`src/rtl/dither_pkg.sv`:
```
// Shared definitions for the dither scheduler: FSM states, generator constants
// and the amplitude-to-sample mapping.
package dither_pkg;

  typedef enum logic [1:0] {
    ST_IDLE   = 2'd0,
    ST_WARMUP = 2'd1,
    ST_RUN    = 2'd2
  } state_t;

  localparam int LFSR_W = 19;
  // x^19 + x^18 + x^17 + x^14 + 1, taps on bits 18, 17, 16 and 13
  localparam logic [LFSR_W-1:0] LFSR_TAPS = 19'h72000;
  localparam logic [LFSR_W-1:0] LFSR_SEED = 19'h00001;

  localparam logic [1:0] AMP_MUTE    = 2'd0;
  localparam logic [1:0] AMP_ONE     = 2'd1;
  localparam logic [1:0] AMP_TWO     = 2'd2;
  localparam logic [1:0] AMP_TWO_ALT = 2'd3;

  function automatic logic [2:0] dither_value(input logic [1:0] amp, input logic neg);
    logic [2:0] v;
    case (amp)
      AMP_MUTE:             v = 3'b000;
      AMP_ONE:              v = neg ? 3'b111 : 3'b001;
      AMP_TWO, AMP_TWO_ALT: v = neg ? 3'b110 : 3'b010;
      default:              v = 3'b000;
    endcase
    return v;
  endfunction

endpackage

```
`src/rtl/dither_lfsr.sv`:
```
// 19-bit maximal-length Fibonacci LFSR; bit_out is the MSB of the current state
// and the register advances by one position on each cycle with step high.
module dither_lfsr
  import dither_pkg::*;
(
  input  logic clk,
  input  logic rstn,
  input  logic step,
  output logic bit_out
);

  logic [LFSR_W-1:0] state_q;

  // Shift left, parity of the tapped bits feeds bit 0
  always_ff @(posedge clk or negedge rstn) begin
    if (!rstn) begin
      state_q <= LFSR_SEED;
    end else if (step) begin
      state_q <= {state_q[LFSR_W-2:0], ^(state_q & LFSR_TAPS)};
    end else begin
      state_q <= state_q;
    end
  end

  assign bit_out = state_q[LFSR_W-1];

endmodule

```
`src/rtl/dither_sched.sv`:
```
// Dither scheduler: warm-up/run FSM plus a round-robin arbiter that hands out one
// signed dither sample per grant, drawn from the shared LFSR.
module dither_sched
  import dither_pkg::*;
#(
  parameter int NCH  = 4,
  parameter int WARM = 32
) (
  input  logic           clk,
  input  logic           rstn,
  input  logic           cfg_en,
  input  logic [1:0]     cfg_amp,
  input  logic [NCH-1:0] req,
  output logic [NCH-1:0] grant,
  output logic [2:0]     dither,
  output logic           dither_vld,
  output logic           busy
);

  state_t     state_q, state_d;
  logic [7:0] wcnt_q, wcnt_d;
  logic [2:0] ptr_q;
  logic [7:0] pend8;
  logic [7:0] gnt8;
  logic [3:0] cand_raw;
  logic [3:0] cand;
  logic [2:0] gnt_idx;
  logic       gnt_hit;
  logic       issue;
  logic       step;
  logic       lfsr_bit;

  // Next-state and warm-up counter
  always_comb begin
    state_d = state_q;
    wcnt_d  = wcnt_q;
    case (state_q)
      ST_IDLE: begin
        wcnt_d = 8'd0;
        if (cfg_en) state_d = ST_WARMUP;
        else        state_d = ST_IDLE;
      end
      ST_WARMUP: begin
        if (!cfg_en) begin
          state_d = ST_IDLE;
          wcnt_d  = 8'd0;
        end else if (wcnt_q == 8'(WARM - 1)) begin
          state_d = ST_RUN;
          wcnt_d  = 8'd0;
        end else begin
          state_d = ST_WARMUP;
          wcnt_d  = wcnt_q + 8'd1;
        end
      end
      ST_RUN: begin
        if (!cfg_en) state_d = ST_IDLE;
        else         state_d = ST_RUN;
      end
      default: begin
        state_d = ST_IDLE;
        wcnt_d  = 8'd0;
      end
    endcase
  end

  // Round-robin search from ptr_q; the channel granted last cycle is masked so a
  // requester that has not yet dropped req cannot be served twice for one request.
  always_comb begin
    pend8          = 8'd0;
    pend8[NCH-1:0] = req & ~grant;
    gnt_hit        = 1'b0;
    gnt_idx        = 3'd0;
    cand_raw       = 4'd0;
    cand           = 4'd0;
    for (int i = 0; i < NCH; i++) begin
      cand_raw = {1'b0, ptr_q} + 4'(i);
      cand     = (cand_raw >= 4'(NCH)) ? (cand_raw - 4'(NCH)) : cand_raw;
      if (!gnt_hit && pend8[cand[2:0]]) begin
        gnt_hit = 1'b1;
        gnt_idx = cand[2:0];
      end else begin
        gnt_hit = gnt_hit;
        gnt_idx = gnt_idx;
      end
    end
    gnt8 = 8'd1 << gnt_idx;
  end

  assign issue = (state_q == ST_RUN) && cfg_en && gnt_hit;
  assign step  = (state_q == ST_WARMUP) || issue;

  dither_lfsr u_lfsr (
    .clk     (clk),
    .rstn    (rstn),
    .step    (step),
    .bit_out (lfsr_bit)
  );

  // State, pointer and registered outputs
  always_ff @(posedge clk or negedge rstn) begin
    if (!rstn) begin
      state_q    <= ST_IDLE;
      wcnt_q     <= 8'd0;
      ptr_q      <= 3'd0;
      grant      <= '0;
      dither     <= 3'd0;
      dither_vld <= 1'b0;
      busy       <= 1'b0;
    end else begin
      state_q <= state_d;
      wcnt_q  <= wcnt_d;
      busy    <= (state_d != ST_IDLE);
      if (issue) begin
        grant      <= gnt8[NCH-1:0];
        dither     <= dither_value(cfg_amp, lfsr_bit);
        dither_vld <= 1'b1;
        ptr_q      <= (gnt_idx == 3'(NCH - 1)) ? 3'd0 : (gnt_idx + 3'd1);
      end else begin
        grant      <= '0;
        dither     <= 3'd0;
        dither_vld <= 1'b0;
        ptr_q      <= ptr_q;
      end
    end
  end

endmodule

```
`config.mk`:
```
export PLATFORM = sky130hd
export DESIGN_NAME = dither_sched
export DESIGN_NICKNAME = d
export VERILOG_FILES = /design/src/rtl/dither_pkg.sv /design/src/rtl/dither_lfsr.sv /design/src/rtl/dither_sched.sv
export SDC_FILE = /design/constraint.sdc
export NUM_CORES = 1
export LEC_CHECK = 0
export ABC_AREA = 1
export ABC_CLOCK_PERIOD_IN_PS = 2200
export CORE_MARGIN = 8
export CORE_UTILIZATION = 51
export DETAILED_ROUTE_END_ITERATION = 12
export HOLD_SLACK_MARGIN = 0.03
export PLACE_DENSITY = 0.75
export SYNTH_ARGS = -nofsm -noshare
export SYNTH_HDL_FRONTEND = slang
export SYNTH_SLANG_ARGS = --single-unit
```
`constraint.sdc`:
```
create_clock -name clk -period 2.2 [get_ports clk]
set_input_delay 0.44 -clock clk [delete_from_list [all_inputs] [get_ports clk]]
set_output_delay 0.44 -clock clk [all_outputs]
set_load 0.02 [all_outputs]
```
==> run summary <==
LOGIC SYNTHESIS
----------------------------------------------------------------------------------------
Xor-xnor portion of the synthesized cell area                                      3.42%
Yosys warnings                                                                         0
Per-instance average area after synthesis                                       8.50 µm²
Most common library cells after synthesis                                   sky130_fd_sc_hd__nand2_1 (63), sky130_fd_sc_hd__nand3_1 (41), sky130_fd_sc_hd__dfrtp_1 (40)
Distinct cell type count of the synthesized netlist                                   26
Number of nets produced by synthesis                                                 257
Top FF cell, synth                                                          sky130_fd_sc_hd__dfrtp_1
Most common cell in the netlist                                             sky130_fd_sc_hd__nand2_1
Leading area contributor after synthesis                                    sky130_fd_sc_hd__dfrtp_1
Cell count after synthesis                                                           241
Async set or reset register ratio after synthesis                                   100%
Compound-cell area share of the yosys netlist                                      5.19%
Number of flops mapped to enable cells by yosys                                        0
Simple-Gate Fraction of Synth Area                                                 29.5%
Synthesized-area fraction occupied by adder cells                                  4.27%
Top post-synthesis cells by area                                            sky130_fd_sc_hd__dfrtp_1 (49%), sky130_fd_sc_hd__nand2_1 (12%), sky130_fd_sc_hd__nand3_1 (10%)
Combinational family with the most area after synthesis                     simple AND/OR/NAND/NOR gates
Flip-flop and latch count after synthesis                                             41
Mux cell area share after synthesis                                                   0%
Netlist Area Pre-Place                                                          2050 µm²
Share of synthesized area occupied by flip-flops and latches                       50.1%
Share of the synthesized area in the top cell type                                 48.8%

DETAILED ROUTING
----------------------------------------------------------------------------------------
Vias                                                                                1625
1st-iter DRT viols                                                                    78
Vias/cell                                                                           4.95
ANT nets after route                                                                   0
Final wirelength                                                                 3940 µm
Routed wirelength normalized by instance count                                   12.0 µm
DRC                                                                                    0
Number of iterations in the first detailed-routing pass                                4

GRT
----------------------------------------------------------------------------------------
Initial antenna violation count                                                        0
Total routing usage reported by global routing                                     13.3%
Global-route wire length before repair                                           6710 µm
Remaining global-route overflow                                                        0
Maximum number of pins on one net before global-route repair                          21
Vias in the first global route                                                      1566

CTS
----------------------------------------------------------------------------------------
Number of clock sinks seen by CTS                                                     41
Buffer depth of the longest clock path                                                 2
Clock buffers created by TritonCTS                                                     5
Clock Root Buffer                                                           sky130_fd_sc_hd__clkbuf_8
Clock tree from TritonCTS                                                          built
Count of H-tree levels built during CTS                                                2
Later-pin clock latency in the skew report                                       0.29 ns
Clk slew on worst S/H paths                                                      0.08 ns

PWR
----------------------------------------------------------------------------------------
Share of total power in combinational logic                                        20.9%
Sequential fraction of design power                                                43.7%
Switching power as a share of total power                                          27.5%
Clock Power Share                                                                  35.4%
Internal                                                                         1.29 mW
Leak pwr                                                                         1.26 nW
Pwr Total                                                                        1.78 mW
Maximum vdd drop                                                                  368 µV
Power density over cell area                                                  709 nW/µm²
P_sw                                                                              489 µW

FINISH
----------------------------------------------------------------------------------------
Synth-to-Final Area Change                                                         22.3%
Antenna Cells                                                                          0
Post-route non-filler standard cell count                                            328
Layout fillers                                                                       327
Layout cell share with drive strength beyond 1                                     14.7%
Design Area, Final                                                              2510 µm²
Post-layout net count                                                                293

CRITICAL PATH
----------------------------------------------------------------------------------------
Cell-by-cell listing of the critical path                                   buf_4 -> ha_1 -> nand4_1 -> nand3_2 -> buf_4 -> nand4_1 -> nand3_1 -> nand2_1 -> inv_1 -> ha_1 -> nand2_1 -> o21ai_0
Category of the worst setup path launch point                                  flip-flop
Largest fanout of any net on the critical path                                         9
Worst setup path category                                                   flip-flop to flip-flop
Data arrival time at the worst-slack endpoint                                    2.19 ns
Critical path's slowest cell                                                sky130_fd_sc_hd__dfrtp_1
Critical Path RT                                                                 2.38 ns
Max incr delay on CP                                                             0.42 ns
Capturing element type of the critical path                                    flip-flop

TIMING
----------------------------------------------------------------------------------------
Portion of the clock cycle consumed by the worst path in the final layout          91.4%
Relative max-transition margin                                                     75.4%
Max frequency                                                                  0.497 GHz
Max-slew violation count                                                               0
Hold Fails Final Rpt                                                                   0
RSZ-0062 raised after global routing                                               false
Aggregate negative setup slack                                                      0 ns
Setup slack of the critical path after layout                                   0.190 ns
Final clock skew                                                              0.00577 ns
Worst Max-Slew Pin Slew                                                         0.369 ns
Minimum clock period after layout                                                2.01 ns
Final setup violation count                                                            0

FLOORPLANNING
----------------------------------------------------------------------------------------
Number of placement rows                                                              23
Die ar.                                                                         6300 µm²
Standard cell core area                                                         3940 µm²
I/O pin count                                                                         18
Die extent in x                                                                  79.4 µm
Initial core utilization                                                           52.0%
Die H                                                                            79.4 µm

PLACE
----------------------------------------------------------------------------------------
Count of placed standard cells including taps                                        320
Weighted congestion reported at the end of routability-driven placement            0.841
Half-perimeter wire length after placement                                       2740 µm
Worst Setup Slack post-DPL                                                    -0.0738 ns
Buffers added on ports                                                                17
Placed standard-cell area                                                       2370 µm²

WORST HOLD PATH
----------------------------------------------------------------------------------------
Type of the tightest min-delay check                                        input pin to async pin

FLOW RUN
----------------------------------------------------------------------------------------
Number of max-cap violations                                                           0

RUN STATUS
----------------------------------------------------------------------------------------
Status                                                                         completed

## state kept, by name, indices dropped and copies added (netlist names)
| register | flops |
|---|---|
| ptr_q | 3 |
| busy | 1 |
| u_lfsr.state_q | 19 |
| grant | 4 |
| wcnt_q | 8 |
| dither | 3 |
| dither_vld | 1 |
| state_q | 2 |
## final timing paths
path	from	to	slack, ns	cells after the start
worst min-delay path	rstn	wcnt_q[1]	0.05	1
worst max register to register	ptr_q[0]	ptr_q[1]	0.19	12
min in group clk	state_q[1]	state_q[0]	0.47	1
max in group asynchronous	rstn	u_lfsr.state_q[0]	1.58	2
worst min register to register	state_q[1]	state_q[0]	0.47	1
worst max-delay path	ptr_q[0]	ptr_q[1]	0.19	12
## metrics by stage
stage	utilization, %	hold slack [ns]
floorplan	-	0.144
global placement	60.0	0.373
detailed placement	60.0	0.383
CTS	63.1	0.0623
global route	63.6	0.0766
finish	63.6	0.0515
## per-layer routing
metal	share of wire, %	global-route usage [%]	up-vias
met5	0	0	-
met4	2.1	5.74	0
met3	3.4	3.49	8
met2	49	22.1	27
met1	46	15.7	748
li1	-	-	842
## critical path, delay by kind of cell (launching register included)
kind | cells | cell delay [ns]
adder cells (fa/ha/maj) | 2 | 0.45
AND/OR/NAND/NOR | 6 | 0.56
flip-flops | 1 | 0.42
AO/OA/AOI/OAI | 1 | 0.06
buffers and inverters | 3 | 0.40
## cell type report
type	count	area (µm²)	share of cell area, %
clock inverters	2	37.5	1.50
inverters	28	108	4.29
flip-flops and latches	41	1030	41.0
multi-input cells	166	890	35.5
clock buffers	6	82.6	3.29
repair buffers	35	300	12.0
well taps	50	62.6	2.50
## kinds of logic after synthesis
group | after synthesis
flops | 41
compound gates | 17
simple gates | 134
xor+xnor | 8
fa+ha+maj | 7
buf+inv | 34
## cell usage in the layout (no fill, tap or decap), types with 2 or more instances in the layout
cell                              instances
sky130_fd_sc_hd__a21oi_1                  2
sky130_fd_sc_hd__nor3_1                   2
sky130_fd_sc_hd__o21ai_0                  9
sky130_fd_sc_hd__clkbuf_8                 6
sky130_fd_sc_hd__xor2_1                   5
sky130_fd_sc_hd__buf_4                   18
sky130_fd_sc_hd__nand3_1                 40
sky130_fd_sc_hd__o22ai_1                  3
sky130_fd_sc_hd__nand4_1                  2
sky130_fd_sc_hd__nand2_1                 63
sky130_fd_sc_hd__ha_1                     6
sky130_fd_sc_hd__inv_1                   27
sky130_fd_sc_hd__nor2_2                   3
sky130_fd_sc_hd__nand2_4                  2
sky130_fd_sc_hd__dfrtp_1                 40
sky130_fd_sc_hd__clkdlybuf4s50_1         16
sky130_fd_sc_hd__xnor2_1                  3
sky130_fd_sc_hd__nor2_1                  17
sky130_fd_sc_hd__nand3_2                  3
## repair_timing
action,4_1_cts,5_1_grt
buffers inserted,0,0
setup endpoints to repair,0,5
gates resized for setup,0,3
hold buffers,0,0
## power by group through the flow
stage          registers [mW]  logic [mW]  clock network (mW)
3_5_place_dp            0.791       0.356                   0
4_1_cts                 0.776       0.359               0.642
5_1_grt                 0.779       0.421               0.683
3_3_place_gp            0.791       0.352                   0
6_report                0.777       0.372               0.629
2_1_floorplan           0.792       0.216                   0
(Power assumes the default switching activity.)
